[src/rtl/mux_pkg.sv]
// Shared select encoding for the 4-to-1 selector and the 1-to-4 demux.
// Latency: none (types, constants and a pure decode function only).
// Backpressure: not applicable.
// Contents: sel_t, SEL_CH1..SEL_CH4, NUM_CH, sel_to_idx().
package mux_pkg;

  typedef logic [1:0] sel_t;

  // {I1,I0} encodings; kept identical to the selector so demux->mux round-trips.
  localparam sel_t SEL_CH1 = 2'b01;
  localparam sel_t SEL_CH2 = 2'b00;
  localparam sel_t SEL_CH3 = 2'b11;
  localparam sel_t SEL_CH4 = 2'b10;

  localparam int NUM_CH = 4;

  // Maps a select code to a zero-based channel index (ch1 -> 0 ... ch4 -> 3).
  function automatic logic [1:0] sel_to_idx(input sel_t sel);
    case (sel)
      SEL_CH1: return 2'd0;
      SEL_CH2: return 2'd1;
      SEL_CH3: return 2'd2;
      default: return 2'd3;
    endcase
  endfunction

endpackage

[src/rtl/demux_chan_fifo.sv]
// Per-channel FIFO for the buffered demux: registered storage, no write-through.
// Latency: a word pushed at edge k is on dout/valid after edge k.
// Backpressure: full is raised at DEPTH entries; pushes while full and pops while empty are ignored.
// Ports: clk, rst (sync, active-high), push/din (write), pop (remove head),
//        dout (head word, 0 until first write), valid (non-empty), full.
module demux_chan_fifo #(
  parameter int WIDTH = 8,
  parameter int DEPTH = 4
) (
  input  logic             clk,
  input  logic             rst,
  input  logic             push,
  input  logic [WIDTH-1:0] din,
  input  logic             pop,
  output logic [WIDTH-1:0] dout,
  output logic             valid,
  output logic             full
);

  localparam int PW = (DEPTH > 1) ? $clog2(DEPTH) : 1;
  localparam int CW = $clog2(DEPTH + 1);

  logic [WIDTH-1:0] mem [DEPTH];
  logic [PW-1:0]    rd_ptr;
  logic [PW-1:0]    wr_ptr;
  logic [CW-1:0]    count;
  logic             do_push;
  logic             do_pop;

  assign full  = (count == CW'(DEPTH));
  assign valid = (count != '0);
  assign dout  = mem[rd_ptr];

  // A pop on an empty FIFO is dropped, so a same-cycle push+pop on empty
  // leaves exactly the new word behind.
  assign do_push = push && !full;
  assign do_pop  = pop && valid;

  always_ff @(posedge clk) begin
    if (rst) begin
      rd_ptr <= '0;
      wr_ptr <= '0;
      count  <= '0;
      // Storage is cleared so dout reads 0 rather than X until the first write.
      for (int i = 0; i < DEPTH; i++) begin
        mem[i] <= '0;
      end
    end else begin
      if (do_push) begin
        mem[wr_ptr] <= din;
        wr_ptr      <= wr_ptr + PW'(1);
      end
      if (do_pop) begin
        rd_ptr <= rd_ptr + PW'(1);
      end
      case ({do_push, do_pop})
        2'b10:   count <= count + CW'(1);
        2'b01:   count <= count - CW'(1);
        default: count <= count;
      endcase
    end
  end

  a_count_bound: assert property (@(posedge clk) disable iff (rst) count <= CW'(DEPTH));
  a_no_underflow: assert property (@(posedge clk) disable iff (rst) do_pop |-> count != '0);
  a_no_push_full: assert property (@(posedge clk) disable iff (rst) push |-> !full);

endmodule

[src/rtl/demux_1to4_buf.sv]
// Buffered 1-to-4 demux: steers each accepted word to one of four channel FIFOs by {I1,I0}.
// Latency: one cycle from accept edge to qn/qn_valid (no bypass).
// Backpressure: d_ready = !full[target]; a stalled channel only blocks traffic aimed at it.
// Ports: clk, rst (sync, active-high); d/d_valid/d_ready with select I0/I1;
//        q1..q4 + qn_valid/qn_ready per channel; full[3:0] (bit n-1 = channel n).
module demux_1to4_buf
  import mux_pkg::*;
#(
  parameter int WIDTH = 8,
  parameter int DEPTH = 4
) (
  input  logic             clk,
  input  logic             rst,
  input  logic [WIDTH-1:0] d,
  input  logic             d_valid,
  output logic             d_ready,
  input  logic             I0,
  input  logic             I1,
  output logic [WIDTH-1:0] q1,
  output logic [WIDTH-1:0] q2,
  output logic [WIDTH-1:0] q3,
  output logic [WIDTH-1:0] q4,
  output logic             q1_valid,
  output logic             q2_valid,
  output logic             q3_valid,
  output logic             q4_valid,
  input  logic             q1_ready,
  input  logic             q2_ready,
  input  logic             q3_ready,
  input  logic             q4_ready,
  output logic [3:0]       full
);

  logic [1:0]       tgt;
  logic [3:0]       push_en;
  logic [3:0]       pop_en;
  logic [3:0]       ch_vld;
  logic [WIDTH-1:0] ch_dat [NUM_CH];

  assign tgt = sel_to_idx({I1, I0});

  // Ready looks only at the addressed channel's current full flag; a pop on
  // that channel in the same cycle does not open the slot until next cycle.
  assign d_ready = !full[tgt];

  assign push_en = (d_valid && d_ready) ? (4'b0001 << tgt) : 4'b0000;
  assign pop_en  = {q4_ready, q3_ready, q2_ready, q1_ready};

  for (genvar g = 0; g < NUM_CH; g++) begin : g_chan
    demux_chan_fifo #(
      .WIDTH (WIDTH),
      .DEPTH (DEPTH)
    ) u_fifo (
      .clk   (clk),
      .rst   (rst),
      .push  (push_en[g]),
      .din   (d),
      .pop   (pop_en[g]),
      .dout  (ch_dat[g]),
      .valid (ch_vld[g]),
      .full  (full[g])
    );
  end

  assign q1 = ch_dat[0];
  assign q2 = ch_dat[1];
  assign q3 = ch_dat[2];
  assign q4 = ch_dat[3];

  assign q1_valid = ch_vld[0];
  assign q2_valid = ch_vld[1];
  assign q3_valid = ch_vld[2];
  assign q4_valid = ch_vld[3];

endmodule

[config.mk]
export PLATFORM = sky130hd
export DESIGN_NAME = demux_1to4_buf
export DESIGN_NICKNAME = d
export VERILOG_FILES = /design/src/rtl/mux_pkg.sv /design/src/rtl/demux_chan_fifo.sv /design/src/rtl/demux_1to4_buf.sv
export SDC_FILE = /design/constraint.sdc
export NUM_CORES = 1
export LEC_CHECK = 0
export ABC_AREA = 0
export CORE_MARGIN = 1
export CORE_UTILIZATION = 45
export DETAILED_ROUTE_END_ITERATION = 10
export PLACE_DENSITY = 0.71
export SLEW_MARGIN = 0
export SYNTH_ARGS = -nofsm -noshare
export SYNTH_HDL_FRONTEND = slang
export SYNTH_SLANG_ARGS = --single-unit
[constraint.sdc]
create_clock -name clk -period 2.43 [get_ports clk]
set_input_delay 0.486 -clock clk [delete_from_list [all_inputs] [get_ports clk]]
set_output_delay 0.486 -clock clk [all_outputs]
set_load 0.03 [all_outputs]
==> flow_summary.yaml <==
synth:
  synth_commonest_cells: "nor2_1 (160), edfxtp_1 (128), dfxtp_1 (36), mux4_2 (33), nand2b_1 (20)"
  synth_top_flop_cell: "edfxtp_1"
  synth_top_area_cell: "edfxtp_1"
  ys_seq_area_share_pct: 64.1
  synth_warnings: 0
  synth_area_um2: 7120
  syn_area_per_cell_um2: 13.3
  synth.net_count: 560
  yosysTopAreaCellShare_pct: 54.0
  synth-edff-count: 128
  synth.distinct_cells: 35
  synthArstFlopShare_pct: 0
  synth_area_leaders: "edfxtp_1 (54%), mux4_2 (10%), dfxtp_1 (10%)"
  synth-seq-cells: 164
  synth.most_common_cell: "nor2_1"
  syn_inst: 535
drt:
  drtIter0Drc: 390
  drt_first_pass_iters: 5
  avgRoutedWirePerCell_um: 17.5
  via_per_inst: 5.27
  vias: 4474
  drc: 0
  drt_wl_total_um: 14800
  wl_met3_um: 1050
  postRouteAntennaNets: 0
  wl_met1_um: 6220
  highest_layer: "met4"
  wl_met2_um: 7400
timing:
  rsz0062_at_grt: "no"
  post-route-min-period_ns: 2.40
  max_freq_mhz: 417
  worst_slew_pin_slew_ns: 0.462
  timing.hold.ws_ns: 0.508
  fin_crit_sh_pct: 98.7
  finalMaxSlewViolations: 0
  slew_headroom_pct: 69.2
  setup-violations-final: 0
  tns_ns: 0
  hold_viol: 0
  finalClockSkew_ns: 0.00663
cells_and_area:
  fillers: 1231
  area_growth_pct: 23.9
  antenna_cells: 0
  finalNonFillerCells: 849
  drive_gt1_share_pct: 22.7
  layout.nets: 650
floorplan:
  coreArea_um2: 15300
  dieArea_um2: 16300
  start_util_pct: 46.5
  rows: 45
  fp.dieH_um: 128
  ioPinCount: 58
  fp.dieW_um: 128
grt:
  grt_usage_pct: 19.8
  grt_pass1_wl_um: 24200
  grt_remaining_overflow: 0
  grt_max_degree: 28
  grt_pass1_vias: 4609
  grt_antenna_before_repair: 0
critical_path:
  crit_type: "register to output port"
  crit_slowest_cell: "mux4_2"
  cpPeakStageDelay_ns: 0.49
  start_kind: "register"
  r2r_start: "g_chan[3].u_fifo.count[0]"
  crit_fanout: 6
  crit_family: "multiplexers"
  path_cells: "or3b_4 -> mux4_2 -> buf_4"
  crit_start: "g_chan[2].u_fifo.count[2]"
  cp-end-kind: "output port"
  reg2reg_slack_ns: 0.15
  arrival_ns: 1.91
  required_ns: 1.94
  cp.buffers_inverters: 1
pwr:
  irDropWorstVdd_mv: 0.499
  power.density_nw_per_um2: 915
  leakagePower_uw: 0.00331
place:
  hpwlAfterDp_um: 10300
  placedCellCount: 815
  gp_congestion: 0.787
  port_buffers: 57
clocking:
  holdBufCountCts: 0
  cts_tree: "done"
  cts_made_buffers: 17
  clk_pin_slew_worst_paths_ns: 0.06
  cts.path.max_buffers: 2
  clock_sinks: 164
  root_buffer: "clkbuf_16"
  ctsHtreeMaxLevel: 4
  clk_latency_ns: 0.42
hold_path:
  hp-class: "primary input to register"
  hold_start: "rst"
run:
  drv_cap: 0
status:
  run_status: "finished clean"
## per-stage QoR
step / area [µm²] / total power, µW / worst slack [ns] / util, %
6_report: 8820 / 8070 / 0.0320 / 57.6
5_1_grt: 8820 / 8390 / 0.000757 / 57.6
4_1_cts: 8820 / 8120 / 0.00657 / 57.6
3_5_place_dp: 8230 / 5570 / -0.252 / 53.7
3_3_place_gp: 8230 / 5510 / -0.140 / 53.7
2_1_floorplan: 7120 / 4790 / 0.203 / -
## flip-flops by register name, summed over array words and instances, names as in the netlist, named ones only
| signal | cells |
|---|---|
| g_chan.u_fifo.rd_ptr | 8 |
| g_chan.u_fifo.wr_ptr | 8 |
| g_chan.u_fifo.count | 12 |
| g_chan.u_fifo.mem | 128 |
## where the power goes
| part | internal (µW) | total [µW] | switching [µW] | leakage, µW |
|---|---|---|---|---|
| combinational | 920 | 2020 | 1100 | 0.00138 |
| clock | 1630 | 2640 | 1020 | 0.000306 |
| sequential | 3240 | 3400 | 160 | 0.00162 |
| total | 5790 | 8070 | 2280 | 0.00331 |
## final cells by class
class                           count  area [µm²]  share of cell area (%)
Multi-Input combinational cell    310        2300                    26.0
Clock buffer                       27         577                    6.54
Sequential cell                   164        4570                    51.8
Tap cell                          211         264                    2.99
Clock inverter                      5        28.8                   0.326
Inverter                           19        71.3                   0.809
Timing Repair Buffer              113        1010                    11.5
## cells by family (layout without fill, tap and decap cells)
group | Yosys count | after routing | share of synthesized area, %
compound gates | 32 | 32 | 3.16
flops | 164 | 164 | 64.1
fa+ha+maj | 8 | 8 | 1.83
xor+xnor | 16 | 16 | 1.97
buf+inv | 61 | 164 | 3.78
mux | 37 | 37 | 11.1
simple gates | 217 | 217 | 14.1
## final timing paths
path                                to  cells after the start
min                           register                      2
max reg2reg  g_chan[3].u_fifo.count[2]                      9
max                            d_ready                      3
min reg2reg  g_chan[0].u_fifo.count[2]                      2
## worst reg2reg max path, delay by kind of cell, from the launching register on
kind                       cells  cell delay [ns]
AOI/OAI and AO/OA              1             0.15
xor gates and xnor gates       1             0.15
adders and majority gates      2             0.53
buffers and inverters          2             0.23
DFF                            1             0.36
and+or+nand+nor                3             0.79
## routing by layer
layer | global-route usage (%) | vias to the layer above
li1 | - | 2082
met1 | 26.5 | 2218
met2 | 32.3 | 157
met3 | 3.88 | 17
met4 | 7.40 | 0
met5 | 0 | -
## cell usage in the layout, fill, tap and decap left out, types with 11 or more instances in the layout
cell,n
clkbuf_16,20
clkdlybuf4s50_1,19
edfxtp_1,128
dlygate4sd2_1,36
nand2b_1,20
mux4_2,33
a21oi_1,11
nor2_1,160
dfxtp_1,33
buf_4,51
xor2_1,12
inv_1,18
## repair_timing
action	in CTS	in global routing
setup endpoints to repair	37	2
gates resized for setup	41	2
buffers inserted	2	0
hold endpoints to repair	0	0
Power figures use the tool's default switching activity.
